--- config.mk ---
export PLATFORM = sky130hd
export DESIGN_NAME = universal_shift_register_seq
export DESIGN_NICKNAME = d
export VERILOG_FILES = /design/src/rtl/universal_shift_register_seq.sv
export SDC_FILE = /design/constraint.sdc
export NUM_CORES = 1
export LEC_CHECK = 0
export CAP_MARGIN = 20
export CORE_ASPECT_RATIO = 1.5
export CORE_UTILIZATION = 51
export DETAILED_ROUTE_END_ITERATION = 10
export PLACE_DENSITY = 0.84
export SYNTH_ARGS = -nofsm -noshare
export SYNTH_HDL_FRONTEND = slang
export SYNTH_SLANG_ARGS = --single-unit
--- constraint.sdc ---
create_clock -name clk -period 3.55 [get_ports clk]
set_input_delay 0.71 -clock clk [delete_from_list [all_inputs] [get_ports clk]]
set_output_delay 0.71 -clock clk [all_outputs]
set_load 0.02 [all_outputs]
--- src/rtl/universal_shift_register_seq.sv ---
// Universal WIDTH-bit shift register: hold/shift/load/rotate/asr plus a sequenced N-step command.
// Latency: direct ops take effect 1 cycle after the edge; a sequence of count steps ends count+1 edges after start.
// Backpressure: en=0 freezes direct ops and stalls a running sequence; start is dropped while busy.
module universal_shift_register_seq #(
   parameter int WIDTH = 8,
   parameter int CNT_W = 4
) (
   input  logic             clk,
   input  logic             rst_n,
   input  logic             en,
   input  logic [2:0]       mode,
   input  logic             ser_in_r,
   input  logic             ser_in_l,
   input  logic [WIDTH-1:0] d,
   input  logic             start,
   input  logic [CNT_W-1:0] count,
   output logic [WIDTH-1:0] q,
   output logic             ser_out_r,
   output logic             ser_out_l,
   output logic             busy,
   output logic             done
);

   localparam logic [2:0] M_HOLD = 3'b000;
   localparam logic [2:0] M_SHR  = 3'b001;
   localparam logic [2:0] M_SHL  = 3'b010;
   localparam logic [2:0] M_LOAD = 3'b011;
   localparam logic [2:0] M_ROR  = 3'b100;
   localparam logic [2:0] M_ROL  = 3'b101;
   localparam logic [2:0] M_ASR  = 3'b110;

   logic [CNT_W-1:0] step_cnt;
   logic [2:0]       seq_mode;
   logic [2:0]       op_mode;
   logic [WIDTH-1:0] q_next;
   logic             start_ok;

   // Only shift/rotate modes can be sequenced; HOLD, LOAD and reserved fall back to a direct op.
   assign start_ok = start && !busy &&
                     (mode == M_SHR || mode == M_SHL || mode == M_ROR ||
                      mode == M_ROL || mode == M_ASR);

   // A running sequence uses the mode latched at start; otherwise the live mode input.
   assign op_mode = busy ? seq_mode : mode;

   // One step of the selected operation, shared by direct and sequenced paths.
   always_comb begin
      q_next = q;
      case (op_mode)
         M_SHR:   q_next = {ser_in_r, q[WIDTH-1:1]};
         M_SHL:   q_next = {q[WIDTH-2:0], ser_in_l};
         M_LOAD:  q_next = d;
         M_ROR:   q_next = {q[0], q[WIDTH-1:1]};
         M_ROL:   q_next = {q[WIDTH-2:0], q[WIDTH-1]};
         M_ASR:   q_next = {q[WIDTH-1], q[WIDTH-1:1]};
         default: q_next = q;
      endcase
   end

   // Register, step counter and handshake; reset aborts any sequence without a done pulse.
   always_ff @(posedge clk or negedge rst_n) begin
      if (!rst_n) begin
         q        <= '0;
         busy     <= 1'b0;
         done     <= 1'b0;
         step_cnt <= '0;
         seq_mode <= M_HOLD;
      end else begin
         done <= 1'b0;
         if (busy) begin
            if (en && step_cnt != '0) begin
               q        <= q_next;
               step_cnt <= step_cnt - 1'b1;
               if (step_cnt == CNT_W'(1)) begin
                  busy <= 1'b0;
                  done <= 1'b1;
               end
            end
         end else if (start_ok) begin
            // Acceptance edge only latches; q is untouched until the first step edge.
            step_cnt <= count;
            seq_mode <= mode;
            if (count == '0) begin
               done <= 1'b1;
            end else begin
               busy <= 1'b1;
            end
         end else if (en) begin
            q <= q_next;
         end
      end
   end

   // Serial taps are the bits that leave on a right or left shift.
   assign ser_out_r = q[0];
   assign ser_out_l = q[WIDTH-1];

endmodule

==> flow_summary.toml <==
[detailed_routing]
viasPerCell = 6.22
drt_pre_antenna_iters = 4
avgRoutedWirePerCell_um = 15.3
vias = 1144
finalWirelength_mm = 2.82
drc_errors = 0
ant_nets = 0
dr.first_iter.drc_count = 33

[floorplan]
initial_core_util_pct = 54.5
pin_count = 33
die_h_um = 62.2
dieArea_um2 = 2620
fp.dieW_um = 42.1
core-area_um2 = 2260
core.rowCount = 21

[yosys]
synth_area_leader_cell = "dfrtp_1"
syn_area_um2 = 1230
synth_area_per_cell_um2 = 9.48
synth-seq-area-share_pct = 34.5
synthesis.yosys.warnings = 0
synth_ff_type = "dfrtp_1"
synthTopCellsByCount = "dfrtp_1 (17), a21oi_1 (12), o21ai_0 (10)"
synth.most_common_cell = "dfrtp_1"
syn-num-nets = 153
synth-seq-cells = 17
ys_types = 36
ys_async_sr_fraction_pct = 100
synth_edf_count = 0
netlist_instances = 130
synth.top_cell.area_share_pct = 34.5
synth_area_leaders = "dfrtp_1 (35%), o221ai_1 (5.0%), a21oi_1 (4.9%), mux2i_1 (4.9%), o21ai_0 (4.1%)"

[global_routing]
grt_pass1_vias = 1044
grt_max_degree = 18
grt_overflow = 0
antenna_found_initial = 0
grt_use_total_pct = 22.8
grt_pass1_wl_mm = 4.68

[final_layout]
drive_above_1_share_pct = 12.4
area_delta_synth_final_pct = 27.0
stdcell_count = 184
n_antenna_cell = 0
nets = 185

[placement]
dp.final_hpwl_mm = 2.16
gp_congestion = 0.890
dp_cells = 180
pre_cts_ws_ns = 0.887
port_buffers = 32

[clock_tree]
clk_latency_ns = 0.28
ctsRootBufferMaster = "clkbuf_4"
ctsLongestPathBuffers = 2
cts.sinks = 17
cts_inserted_buffers = 3
cts_hold_buf = 0
post_cts_buffers = 0
clkTransAtPathRegs_ns = 0.09
htreeDepth = 1
tritoncts = "done"
cts.repair.resized = 0

[timing]
fmax_ghz = 0.395
drv_slew = 0
max_slew_margin_pct = 48.4
fin_ws_ns = 1.02
rsz0062_at_grt = "no"
fin_crit_sh_pct = 71.4
timing.final.crit_period_ns = 2.53
finalSetupViolCount = 0
worst_slew_pin_slew_ns = 0.771
finClkSkew_ns = 0.00155
hold_viol_final = 0
fin_tns_setup_ns = 0

[setup_path]
ff2ff_path_depth = 5
r2r_setup_slack_ns = 1.32
critPathRequiredTime_ns = 2.84
timing.rr.start = "busy"
max_stage_delay_ns = 0.81
arrival_ns = 1.82
path_buf_inv = 1
critical_path_class = "flip-flop to output port"
crit_family = "flip-flops"
crit_fanout = 16
end_kind = "output port"
path_cells = "clkdlybuf4s50_1"
cp-start-kind = "flip-flop"
critPathSlowestCell = "dfrtp_1"
reg2reg_to = "q[7]"

[pwr]
leakagePower_uw = 0.000622
ir_drop_v = 0.000531
power.density_nw_per_um2 = 852

[worst_hold_path]
hp-class = "flip-flop to flip-flop"
holdPathStages = 2
whs_endpoint = "step_cnt[1]"
worstHoldStart = "step_cnt[1]"

[run]
max_cap_violations = 0

[status]
status = "completed"
==> metrics by stage <==
step	hold WS [ns]	util, %	total power, uW	instance area [um2]
floorplan	0.414	-	996	1230
global placement	0.541	68.1	1200	1540
detailed placement	0.559	68.1	1230	1540
CTS	0.579	69.3	1340	1570
global route	0.592	69.3	1430	1570
finish	0.574	69.3	1330	1570
==> flip-flops by register name, summed over array words and instances (netlist names) <==
register and cells:
done 1, step_cnt 4, q 8, seq_mode 3, busy 1
==> power by group <==
| group | total [uW] | internal [uW] | switching (uW) |
|---|---|---|---|
| Sequential | 401 | 278 | 122 |
| Clock | 101 | 43.7 | 57.6 |
| Combinational | 832 | 397 | 434 |
==> worst max path at each step <==
stage	start	endpoint	depth (start not counted)
after floorplan	mode[0]	q[0]	6
after global placement	mode[0]	q[0]	6
after detailed placement	mode[1]	q[0]	6
after CTS	busy	busy	1
after global routing	busy	busy	1
final	busy	busy	1
==> final cells by class <==
cell class	count	area [um2]
timing repair buffer	32	320
tap	23	28.8
multi-input combinational	99	731
fill	174	694
inverter	9	33.8
clock buffer	4	26.3
sequential	17	425
==> metal layers <==
layer | global-route usage (%) | wire (um) | vias to the layer above
li1 | - | - | 550
met1 | 26.5 | 1140 | 556
met2 | 41.2 | 1530 | 34
met3 | 2.62 | 109 | 4
met4 | 9.38 | 45 | 0
met5 | 0 | 0 | -
==> placed cells by master (no fill, tap or decap), types with 2 or more instances in the layout <==
master / n
ha_1: 2
o211ai_1: 2
mux2i_1: 6
mux2_4: 2
mux2i_2: 2
inv_1: 9
o21ai_0: 10
clkbuf_4: 3
nor3_2: 2
nand3_1: 5
nor2_1: 7
dfrtp_1: 17
clkdlybuf4s50_1: 32
mux2_2: 2
nand2_1: 7
o22ai_1: 4
nor2b_1: 3
a21oi_1: 12
nor4_1: 2
or2b_1: 6
o221ai_1: 7
nor3_1: 5
==> cells by family after synthesis <==
kind of cell,share of synthesized area (%)
buf+inv,6.19
compound gates,21.8
mux,13.2
fa+ha+maj,2.03
flops,34.5
simple gates,22.2
(Power assumes the default switching activity.)
